--- src/rtl/nes_clock_enables.sv ---
// nes_clock_enables
// Turns the PLL master clock and its lock flag into a core reset plus the
// single-cycle PPU/CPU clock enables and the CPU M2 bus phase.
module nes_clock_enables #(
  parameter int LOCK_DELAY = 1024,
  parameter int CPU_DIV    = 12,
  parameter int PPU_DIV    = 4
) (
  input  logic       clk,
  input  logic       reset,
  input  logic       locked,
  input  logic       pause,
  output logic       sys_reset,
  output logic       ppu_ce,
  output logic       cpu_ce,
  output logic       m2,
  output logic [7:0] lock_loss_count
);

  localparam int HOLD_W  = (LOCK_DELAY > 1) ? $clog2(LOCK_DELAY) : 1;
  localparam int PHASE_W = (CPU_DIV > 1) ? $clog2(CPU_DIV) : 1;
  localparam logic [HOLD_W-1:0]  HOLD_LAST  = HOLD_W'(LOCK_DELAY - 1);
  localparam logic [PHASE_W-1:0] PHASE_LAST = PHASE_W'(CPU_DIV - 1);

  typedef enum logic [1:0] {
    S_WAIT_LOCK = 2'd0,
    S_HOLD      = 2'd1,
    S_RUN       = 2'd2
  } state_t;

  state_t             r_state;
  state_t             w_state_next;
  logic               r_lock_s1;
  logic               r_lock_s2;
  logic               r_pause;
  logic [HOLD_W-1:0]  r_hold_cnt;
  logic [HOLD_W-1:0]  w_hold_cnt_next;
  logic [PHASE_W-1:0] r_phase;
  logic [PHASE_W-1:0] w_phase_next;
  logic [7:0]         r_loss_cnt;
  logic               w_lock_lost;
  logic               w_run;
  logic [CPU_DIV-1:0] w_ppu_slot;
  logic [CPU_DIV-1:0] w_m2_slot;

  // Per-phase decode tables: which phases carry a PPU dot and which have M2 high.
  for (genvar gi = 0; gi < CPU_DIV; gi++) begin : g_slot
    assign w_ppu_slot[gi] = ((gi % PPU_DIV) == 0);
    assign w_m2_slot[gi]  = (gi >= (CPU_DIV / 4));
  end

  // Two-flop synchronizer for the PLL lock flag, which is asynchronous to clk.
  always_ff @(posedge clk or posedge reset) begin
    if (reset) begin
      r_lock_s1 <= 1'b0;
      r_lock_s2 <= 1'b0;
    end else begin
      r_lock_s1 <= locked;
      r_lock_s2 <= r_lock_s1;
    end
  end

  // Register pause so the enables never depend combinationally on an input.
  always_ff @(posedge clk or posedge reset) begin
    if (reset) begin
      r_pause <= 1'b0;
    end else begin
      r_pause <= pause;
    end
  end

  // Lock-tracking state machine: next state and hold-counter update.
  always_comb begin
    w_state_next    = r_state;
    w_hold_cnt_next = r_hold_cnt;
    w_lock_lost     = 1'b0;
    case (r_state)
      S_WAIT_LOCK: begin
        w_hold_cnt_next = '0;
        if (r_lock_s2) begin
          w_state_next = S_HOLD;
        end
      end
      S_HOLD: begin
        w_hold_cnt_next = r_hold_cnt + HOLD_W'(1);
        // A lock drop wins over reaching the end of the hold window.
        if (!r_lock_s2) begin
          w_state_next = S_WAIT_LOCK;
        end else if (r_hold_cnt == HOLD_LAST) begin
          w_state_next = S_RUN;
        end
      end
      S_RUN: begin
        if (!r_lock_s2) begin
          w_state_next = S_WAIT_LOCK;
          w_lock_lost  = 1'b1;
        end
      end
      default: begin
        w_state_next = S_WAIT_LOCK;
      end
    endcase
  end

  // State and hold-counter registers.
  always_ff @(posedge clk or posedge reset) begin
    if (reset) begin
      r_state    <= S_WAIT_LOCK;
      r_hold_cnt <= '0;
    end else begin
      r_state    <= w_state_next;
      r_hold_cnt <= w_hold_cnt_next;
    end
  end

  // Phase counter: parked at 0 outside RUN, frozen while paused, else wraps.
  always_comb begin
    w_phase_next = '0;
    if (r_state == S_RUN) begin
      if (r_pause) begin
        w_phase_next = r_phase;
      end else if (r_phase == PHASE_LAST) begin
        w_phase_next = '0;
      end else begin
        w_phase_next = r_phase + PHASE_W'(1);
      end
    end
  end

  // Phase register.
  always_ff @(posedge clk or posedge reset) begin
    if (reset) begin
      r_phase <= '0;
    end else begin
      r_phase <= w_phase_next;
    end
  end

  // Saturating count of lock losses seen while running.
  always_ff @(posedge clk or posedge reset) begin
    if (reset) begin
      r_loss_cnt <= '0;
    end else if (w_lock_lost && (r_loss_cnt != 8'hFF)) begin
      r_loss_cnt <= r_loss_cnt + 8'd1;
    end
  end

  // Outputs decoded from registers only.
  assign w_run           = (r_state == S_RUN);
  assign sys_reset       = ~w_run;
  assign cpu_ce          = w_run & ~r_pause & (r_phase == '0);
  assign ppu_ce          = w_run & ~r_pause & w_ppu_slot[r_phase];
  assign m2              = w_run & w_m2_slot[r_phase];
  assign lock_loss_count = r_loss_cnt;

endmodule

--- config.mk ---
export PLATFORM = sky130hd
export DESIGN_NAME = nes_clock_enables
export DESIGN_NICKNAME = d
export VERILOG_FILES = /design/src/rtl/nes_clock_enables.sv
export SDC_FILE = /design/constraint.sdc
export NUM_CORES = 1
export LEC_CHECK = 0
export ABC_AREA = 1
export BUFFER_PORTS_ARGS = -buffer_cell sky130_fd_sc_hd__buf_4
export CORE_ASPECT_RATIO = 1.4
export CORE_MARGIN = 1
export CORE_UTILIZATION = 38
export DETAILED_ROUTE_END_ITERATION = 12
export MAX_ROUTING_LAYER = met4
export PLACE_DENSITY = 0.68
export SLEW_MARGIN = 20
export SYNTH_ARGS = -nofsm -noshare
export SYNTH_HDL_FRONTEND = slang
export SYNTH_SLANG_ARGS = --single-unit
export TNS_END_PERCENT = 100
--- constraint.sdc ---
create_clock -name clk -period 1.75 [get_ports clk]
set_clock_uncertainty 0.05 [all_clocks]
set_input_delay 0 -clock clk [delete_from_list [all_inputs] [get_ports clk]]
set_output_delay 0 -clock clk [all_outputs]
set_load 0.01 [all_outputs]
==> results of run 1 <==
## path summary, 6_finish.rpt
check | start | to
max | r_state[1]$_DFFE_PP0P_ | cpu_ce
min | reset | r_pause$_DFF_PP0_
max reg2reg | r_hold_cnt[0]$_DFFE_PP0P_ | r_hold_cnt[8]$_DFFE_PP0P_
min reg2reg | r_lock_s1$_DFF_PP0_ | r_lock_s2$_DFF_PP0_
max in group asynchronous | reset | r_hold_cnt[8]$_DFFE_PP0P_
min in group clk | r_lock_s1$_DFF_PP0_ | r_lock_s2$_DFF_PP0_
## cells in the final DEF, fill, tap and decap left out, drive strengths merged, types with 4 or more instances in the layout
cell type  count
dfrtp         27
nor2          24
o21ai          7
nand3         16
nand2         60
a21oi          4
inv           28
buf           16
xor2           4
ha             5
## cells by family after synthesis
kind of cell	Yosys count	share of synthesized area, %
AO/OA/AOI/OAI	13	4.93
XOR/XNOR	6	3.94
adder cells (fa/ha/maj)	5	4.11
buffers and inverters	31	8.38
flip-flops	27	44.4
AND/OR/NAND/NOR	106	34.3
## power by group
group / internal, mW / leakage, nW / total (mW) / switching (mW)
sequential: 0.658 / 0.365 / 0.698 / 0.0392
combinational: 0.0554 / 0.474 / 0.125 / 0.0693
clock: 0.162 / 0.0217 / 0.364 / 0.202
total: 0.876 / 0.860 / 1.19 / 0.310
## per-layer routing
| layer | track usage, % | vias up |
|---|---|---|
| met5 | - | - |
| met4 | 7.25 | 0 |
| met3 | 2.02 | 5 |
| met2 | 25.1 | 15 |
| met1 | 17.4 | 523 |
| li1 | - | 623 |
## area by class of cell
cell class / count / share of cell area (%)
Inverter: 30 / 6.60
Tap cell: 42 / 2.98
Multi-Input combinational cell: 130 / 40.8
Clock inverter: 1 / 0.426
Clock buffer: 3 / 2.34
Timing Repair Buffer: 19 / 8.52
Sequential cell: 27 / 38.3
## metrics by stage
step	setup WS [ns]	hold slack, ns
after floorplan	0.459	-0.0186
after global placement	0.402	0.0433
after detailed placement	0.399	0.0444
after CTS	0.168	0.291
after global routing	0.00740	0.311
final	0.187	0.271
## registers in the layout (all words and copies together), names as in the netlist
name	cells
lock_loss_count	8
r_hold_cnt	10
r_lock_s1	1
r_lock_s2	1
r_pause	1
r_phase	4
r_state	2
## critical path, delay by kind of cell (launching register included)
kind | cells | cell delay [ns]
buffers and inverters | 2 | 0.26
flip-flops | 1 | 0.63
AND/OR/NAND/NOR | 3 | 0.35
## cell usage after synthesis, types with 2 or more instances
cell	count
inv_2	2
o21ai_1	3
nand2_1	55
nand2_8	2
nand2_2	2
xnor2_1	2
o21ai_0	3
nor2_2	5
nand4_1	3
nor2_1	16
ha_1	5
nor2_4	2
inv_1	25
xor2_1	3
a21oi_1	4
nand3_1	16
dfrtp_1	27
==> metrics, run 1 <==
outcome complete, no violations; share of cells above drive strength 1 18.6%; CTS Buf Count 3; crit path launch type flip-flop; Setup-failing EPs final 0; CP required 1.70 ns; synthesized area 0.00152 sq mm; clk buf depth 2; Post-CTS Setup Bufs 0; ANT nets after route 0; Die Wd 55.5 microns; slew margin rel. 70.4%; P&R area growth vs syn 15.8%; gr ovfl total 0; Synth Register Bits 27; Power, Total 1.19 mW; drt pass-1 iters 4; Final Net Count 220; reported leakage power 0.860 nW; Async SR Flop Fraction 100%; fin cells 252; WL/cell 11.0 microns; Post-Route WL 2.78 mm; RSZ-0062 raised after global routing no; peak supply drop 507 uV; # clock sinks 27; dpl hpwl 2.11 mm; warnings from Yosys 0; detailed-route via count 1166; Core ar. 0.00374 sq mm; Post-CTS Hold Buffers 3; Placement Cell Area 0.00168 sq mm; Post-Route M1 WL 1.26 mm; area leader, netlist dfrtp_1; Tmin final 1.56 ns; DIE HEIGHT 76.9 microns; # diodes 0; clock insertion delay at the later pin of the skew report 0.28 ns; Worst Hold Class input pin to async pin; Final period util 89.3%; dpl cells 245; Cell Pwr Density 673 mW/mm^2; met3 wire len 64 microns; # rows 26; Initial Util 40.7%; classification of the worst setup path flip-flop to primary output; Crit path largest cell delay 0.63 ns; clk slew on worst S/H paths 0.10 ns; H-tree Lvls 1; initial DRC count 42; Fmax 0.640 GHz; number of synthesized flops with an enable pin 0; CTS tree built; worst slew pin tran 0.444 ns; crit path cell chain nand2_8 -> clkinv_2 -> nand2_2 -> nor4_1 -> buf_4; Routed met2 length 1.40 mm; Worst Reg2Reg Path Length in Cells 7; crit path max fanout 9; Max Cap Violations 0; cell count after synthesis 188; FF/Latch Area 676 sq um; Post-Layout Inst Area 0.00176 sq mm; detail-routed via count per cell 4.63; top cell type's share of synthesized area 44.4%; antenna violations before repair 0; TNS Setup 0 ns; area of the multi-input gates 719 sq um; Port Buf Inserts 15; root buf cell clkbuf_8; fin util 47.1%; RePlAce Congestion 0.787; vias in the first global route 1162; Final Hold Viols 0; gr usage total 14.9%; # IOs 16; Mapped Avg Cell Area 8.10 sq um; largest net degree at the start of global routing 28; # fillers 382; R2R Setup Slk 0.37 ns; syn nets 197; CP endpoint kind primary output; DRC viols 0; max layer used met4; Synth Flop Type dfrtp_1; CP max-delay cell dfrtp_1; Slew Viols, Final 0; post-synthesis sequential area ratio 44.4%; synth top area cells dfrtp_1 (44%), nand2_1 (14%), inv_1 (6.2%); CP arrival 1.51 ns; first-pass GRT wire length 4.93 mm; Die Area 0.00427 sq mm; post_cts resized 0; Yosys cell types 30
No activity file was read; power rests on OpenSTA's default activity.
==> run 2: changes to the inputs <==
--- a/config.mk
+++ b/config.mk
@@ -6,6 +6,7 @@
 export NUM_CORES = 1
 export LEC_CHECK = 0
 export ABC_AREA = 1
+export ABC_CLOCK_PERIOD_IN_PS = 1750
 export BUFFER_PORTS_ARGS = -buffer_cell sky130_fd_sc_hd__buf_4
 export CORE_ASPECT_RATIO = 1.4
 export CORE_MARGIN = 1
@@ -13,6 +14,7 @@
 export DETAILED_ROUTE_END_ITERATION = 12
 export MAX_ROUTING_LAYER = met4
 export PLACE_DENSITY = 0.68
+export SETUP_SLACK_MARGIN = 0.4
 export SLEW_MARGIN = 20
 export SYNTH_ARGS = -nofsm -noshare
 export SYNTH_HDL_FRONTEND = slang
==> run 2 against run 1 <==
Effect of this change:
- worst setup slack gained 0.16 ns
- cell area rose by 7.0%
- highest routed layer unchanged
- sequential share of layout area decreased by 2.4 points
- largest power group unchanged
- worst hold slack improved by 0.0018 ns
- critical endpoint unchanged
- largest cell class unchanged
==> metrics, run 2 (synthesized netlist as in run 1, its figures left out) <==
Post-Layout Inst Area 0.00189 sq mm (+7.0%); crit path launch type flip-flop; ANT nets after route 0 (unchanged); clk slew on worst S/H paths 0.10 ns (about the same); Post-Route WL 3.10 mm (+11%); clock insertion delay at the later pin of the skew report 0.28 ns (about the same); Worst Reg2Reg Path Length in Cells 6 (-1); crit path max fanout 4 (-5); RePlAce Congestion 0.787 (unchanged); drt pass-1 iters 4 (unchanged); detailed-route via count 1221 (+4.7%); H-tree Lvls 1 (unchanged); P&R area growth vs syn 23.8%; FF/Latch Area 678 sq um (+0.37%); share of cells above drive strength 1 26.6% (+8.0 points); crit path cell chain inv_2 -> nand2_8 -> clkinv_4 -> nand2_4 -> nor4_4 -> buf_4; Tmin final 1.40 ns (-0.160 ns); CTS tree built; peak supply drop 509 uV (+0.33%); vias in the first global route 1195 (+2.8%); # IOs 16 (unchanged); largest net degree at the start of global routing 28 (unchanged); initial DRC count 45 (+7.1%); Initial Util 40.7% (unchanged); Core ar. 0.00374 sq mm (unchanged); DIE HEIGHT 76.9 microns (unchanged); Placement Cell Area 0.00168 sq mm (unchanged); commonest cells after routing, fill and taps aside nand2_1 (55), dfrtp_1 (25), buf_4 (24), inv_1 (23), nand3_1 (16); Final period util 80.2% (-9.2 points); CP max-delay cell dfrtp_1; root buf cell clkbuf_8; Setup crit start r_state[0]$_DFFE_PP0P_; first-pass GRT wire length 5.03 mm (+2.0%); TNS Setup 0 ns (unchanged); Cell Pwr Density 662 mW/mm^2 (-1.6%); CP arrival 1.35 ns (-0.16 ns); Critical path buffers and inverters 3 (+1); slew margin rel. 76.8% (+6.4 points); # fillers 366 (-4.2%); clk buf depth 2 (unchanged); R2R Setup Slk 0.46 ns (+0.09 ns); CTS Buf Count 3 (unchanged); reported leakage power 0.898 nW (+4.4%); area of the multi-input gates 776 sq um (+7.8%); # rows 26 (unchanged); WL/cell 11.9 microns (+8.0%); CP endpoint kind primary output; Slew Viols, Final 0 (unchanged); CP delay by family, top flip-flops; Crit path largest cell delay 0.42 ns (-0.21 ns); Die Wd 55.5 microns (unchanged); RR Endpoint lock_loss_count[0]$_DFFE_PP0P_; Stages on worst setup path 6 (+1); outcome complete, no violations; gr ovfl total 0 (unchanged); DRC viols 0 (unchanged); Final Hold Viols 0 (unchanged); classification of the worst setup path flip-flop to primary output; Die Area 0.00427 sq mm (unchanged); Worst R2R Start r_state[0]$_DFFE_PP0P_; worst slew pin tran 0.348 ns (-0.0967 ns); most flop-heavy register r_hold_cnt; Final Net Count 228 (+3.6%); Setup-failing EPs final 0 (unchanged); detail-routed via count per cell 4.70 (+1.5%); antenna violations before repair 0 (unchanged); Worst Hold Class input pin to async pin; # clock sinks 27 (unchanged); Fmax 0.713 GHz (+11%); dpl hpwl 2.11 mm (unchanged); RSZ-0062 raised after global routing yes; CP required 1.70 ns (about the same); # diodes 0 (unchanged); most common cell after layout, fill and taps aside nand2_1; Port Buf Inserts 15 (unchanged); max reg flops 10 (unchanged); Max Cap Violations 0 (unchanged); gr usage total 15.2% (+0.29 points)
[run 2: changes by cell type in the layout (fill, tap and decap cells not counted), sizes merged]
cell	before	now
buf	16	24
[run 2: worst max-delay path by stage]
stage	slack, ns	to
after floorplan	0.46	lock_loss_count[3]$_DFFE_PP0P_
after global placement	0.40	lock_loss_count[7]$_DFFE_PP0P_
after detailed placement	0.40	r_hold_cnt[8]$_DFFE_PP0P_
after CTS	0.39	cpu_ce
after global routing	0.26	cpu_ce
final	0.35	cpu_ce
[run 2: power by group]
group,internal (mW),switching [mW]
Sequential,0.661,0.0497
Clock,0.162,0.202
Combinational,0.0888,0.0845
Total,0.911,0.336
[run 2: timing repair]
action / CTS / global route
pin swaps: 2 / 5
endpoints found under the setup margin: 5 / 12
hold buffers: 3 / 0
resized for setup: 8 / 8
buffers inserted: 3 / 5
hold endpoints to repair: 29 / 0
[run 2: layout make-up]
| type | instances | area share (%) |
|---|---|---|
| well taps | 42 | 2.79 |
| clock inverters | 1 | 0.398 |
| flip-flops and latches | 27 | 36.0 |
| clock buffers | 3 | 2.19 |
| multi-input cells | 130 | 41.1 |
| inverters | 30 | 6.37 |
| repair buffers | 27 | 11.1 |
[run 2: metal layers]
metal,global-route usage (%),share of wire [%]
met1,17.4,42
met2,26.0,54
met3,2.02,2.5
met4,7.25,1.8
met5,-,0
[run 2: metrics by stage]
| stage | worst slack (ns) | power (mW) | utilization [%] | instances | hold WS, ns |
|---|---|---|---|---|---|
| 2_1_floorplan | 0.459 | 0.796 | - | 188 | -0.0186 |
| 3_3_place_gp | 0.402 | 0.834 | 45.0 | 245 | 0.0433 |
| 3_5_place_dp | 0.399 | 0.834 | 45.0 | 245 | 0.0444 |
| 4_1_cts | 0.394 | 1.21 | 48.3 | 255 | 0.291 |
| 5_1_grt | 0.264 | 1.31 | 50.4 | 260 | 0.311 |
| 6_report | 0.347 | 1.25 | 50.4 | 260 | 0.273 |
[run 2: worst reg2reg max path, delay by kind of cell, from the launching register on]
kind	cells	cell delay, ns
buffers and inverters	2	0.27
AND/OR/NAND/NOR	3	0.31
flip-flops	1	0.42
XOR/XNOR	1	0.14
==> run 3: changes to the inputs <==
--- a/config.mk
+++ b/config.mk
@@ -6,7 +6,7 @@
 export NUM_CORES = 1
 export LEC_CHECK = 0
 export ABC_AREA = 1
-export ABC_CLOCK_PERIOD_IN_PS = 1750
+export ABC_CLOCK_PERIOD_IN_PS = 1300
 export BUFFER_PORTS_ARGS = -buffer_cell sky130_fd_sc_hd__buf_4
 export CORE_ASPECT_RATIO = 1.4
 export CORE_MARGIN = 1
==> constraint.sdc (replaced) <==
create_clock -name clk -period 1.3 [get_ports clk]
set_clock_uncertainty 0.05 [all_clocks]
set_input_delay 0 -clock clk [delete_from_list [all_inputs] [get_ports clk]]
set_output_delay 0 -clock clk [all_outputs]
set_load 0.01 [all_outputs]
==> run 3 against run 2 <==
Effect of this change:
- the flow now finishes with violations (setup timing)
- register-to-register slack got worse by 0.48 ns
- count of clock-buffer cells in the layout unchanged
- non-clock buffer count increased by 25
- cell area increased by 28%
==> metrics, run 3 (synthesized netlist as in run 1, its figures left out) <==
CP max-delay cell dfrtp_1; CTS tree built; Crit path largest cell delay 0.42 ns (about the same); WL/cell 13.5 microns (+13%); outcome complete, but fails checks; slew margin rel. 76.8% (about the same); peak supply drop 740 uV (+45%); Post-Route WL 3.84 mm (+24%); root buf cell clkbuf_8; Final Hold Viols 0 (unchanged); DRC viols 0 (unchanged); Die Wd 55.5 microns (unchanged); # fillers 295 (-19%); TNS Setup -0.210 ns (-0.210 ns); Final Net Count 253 (+11%); clock insertion delay at the later pin of the skew report 0.28 ns (about the same); Worst Hold Class input pin to async pin; classification of the worst setup path flip-flop to primary output; most flop-heavy register r_hold_cnt; detail-routed via count per cell 4.85 (+3.3%); FF/Latch Area 684 sq um (+0.92%); first-pass GRT wire length 6.07 mm (+21%); area of the multi-input gates 983 sq um (+27%); Port Buf Inserts 15 (unchanged); RSZ-0062 raised after global routing yes; antenna violations before repair 0 (unchanged); dpl cells 252 (+2.9%); Max Cap Violations 0 (unchanged); share of cells above drive strength 1 50.6% (+24 points); reported leakage power 1.07 nW (+19%); gr ovfl total 0 (unchanged); ANT nets after route 0 (unchanged); CP delay by family, top flip-flops; violated checks setup timing; largest net degree at the start of global routing 28 (unchanged); DIE HEIGHT 76.9 microns (unchanged); crit path cell chain inv_1 -> nand2_8 -> nor4_4 -> buf_4; # rows 26 (unchanged); initial DRC count 31 (-31%); Die Area 0.00427 sq mm (unchanged); most common cell after layout, fill and taps aside nand2_1; Slew Viols, Final 0 (unchanged); commonest cells after routing, fill and taps aside nand2_1 (45), buf_4 (24), buf_6 (24), dfrtp_1 (20), inv_1 (16); P&R area growth vs syn 58.7%; CP endpoint kind primary output; drt pass-1 iters 4 (unchanged); RePlAce Congestion 0.881 (+12%); gr usage total 18.4% (+3.2 points); dpl hpwl 2.26 mm (+7.1%); fin util 64.6% (+14 points); worst slew pin tran 0.348 ns (-0.0000495 ns); crit path launch type flip-flop; detailed-route via count 1382 (+13%); # clock sinks 27 (unchanged); max reg flops 10 (unchanged); Tmin final 1.38 ns; Core ar. 0.00374 sq mm (unchanged); clk buf depth 2 (unchanged); CP required 1.25 ns (-0.45 ns); Critical path buffers and inverters 2 (-1); Final period util 106%; Setup-failing EPs final 6 (+6); Cell Pwr Density 803 mW/mm^2 (+21%); Fmax 0.726 GHz; fin cells 285 (+9.6%); vias in the first global route 1373 (+15%); CTS Buf Count 3 (unchanged); H-tree Lvls 1 (unchanged); crit path max fanout 3 (-1); CP arrival 1.33 ns (-0.02 ns); setup ws final -0.0766 ns (-0.424 ns); # IOs 16 (unchanged); clk slew on worst S/H paths 0.10 ns (about the same); Initial Util 40.7% (unchanged); # diodes 0 (unchanged)
## run 3: changes by cell type in the layout (fill, tap and decap cells not counted), sizes merged
cell,change
inv,-1
buf,+25
clkinvlp,-1
clkinv,+2
## run 3: stage by stage
step           power, mW  setup WS, ns  cell area [sq um]  hold slack, ns
3_5_place_dp        1.26        0.0625               1880          0.0478
4_1_cts             1.90       -0.0426               2260           0.298
5_1_grt             2.02        -0.147               2420           0.317
3_3_place_gp        1.25        0.0858               1880          0.0408
6_report            1.94       -0.0766               2420           0.294
2_1_floorplan       1.14        0.0432               1660         -0.0186
## run 3: cell type report
| class | count | share of cell area (%) |
|---|---|---|
| inverters | 30 | 6.16 |
| repair buffers | 52 | 20.7 |
| clock inverters | 1 | 0.207 |
| clock buffers | 3 | 1.71 |
| multi-input cells | 130 | 40.7 |
| well taps | 42 | 2.18 |
| flip-flops and latches | 27 | 28.3 |
## run 3: path summary, 6_finish.rpt
kind / to / from / slack [ns] / cells after the start
worst max register to register: r_phase[3]$_DFFE_PP0P_ / r_pause$_DFF_PP0_ / -0.02 / 7
worst max-delay path: cpu_ce / r_pause$_DFF_PP0_ / -0.08 / 4
max in group asynchronous: lock_loss_count[2]$_DFFE_PP0P_ / reset / 0.63 / 4
min in group clk: r_lock_s2$_DFF_PP0_ / r_lock_s1$_DFF_PP0_ / 0.31 / 0
worst min-delay path: r_pause$_DFF_PP0_ / reset / 0.29 / 4
worst min register to register: r_lock_s2$_DFF_PP0_ / r_lock_s1$_DFF_PP0_ / 0.31 / 0
## run 3: where the power goes
| part | internal, mW | leakage, nW | switching (mW) | total (mW) |
|---|---|---|---|---|
| Clock | 0.215 | 0.0255 | 0.278 | 0.494 |
| Sequential | 0.891 | 0.354 | 0.0653 | 0.956 |
| Combinational | 0.254 | 0.688 | 0.236 | 0.491 |
## run 3: worst min-delay path, cell delays in order
cell	delay, ns
dlygate4sd3_1	0.54
buf_4	0.13
inv_1	0.04
buf_4	0.32
## run 3: metal layers
metal	share of wire [%]	track usage (%)	vias up
li1	-	-	694
met1	36	19.2	657
met2	59	34.8	21
met3	1.7	2.02	10
met4	2.6	6.50	0
met5	0	-	-
## run 3: repair_timing
action,CTS,global route
pin swaps,19,11
endpoints found under the setup margin,36,36
buffers inserted,16,10
cloned,0,0
gates resized for setup,48,24
hold buffers,3,0
hold endpoints to repair,29,0
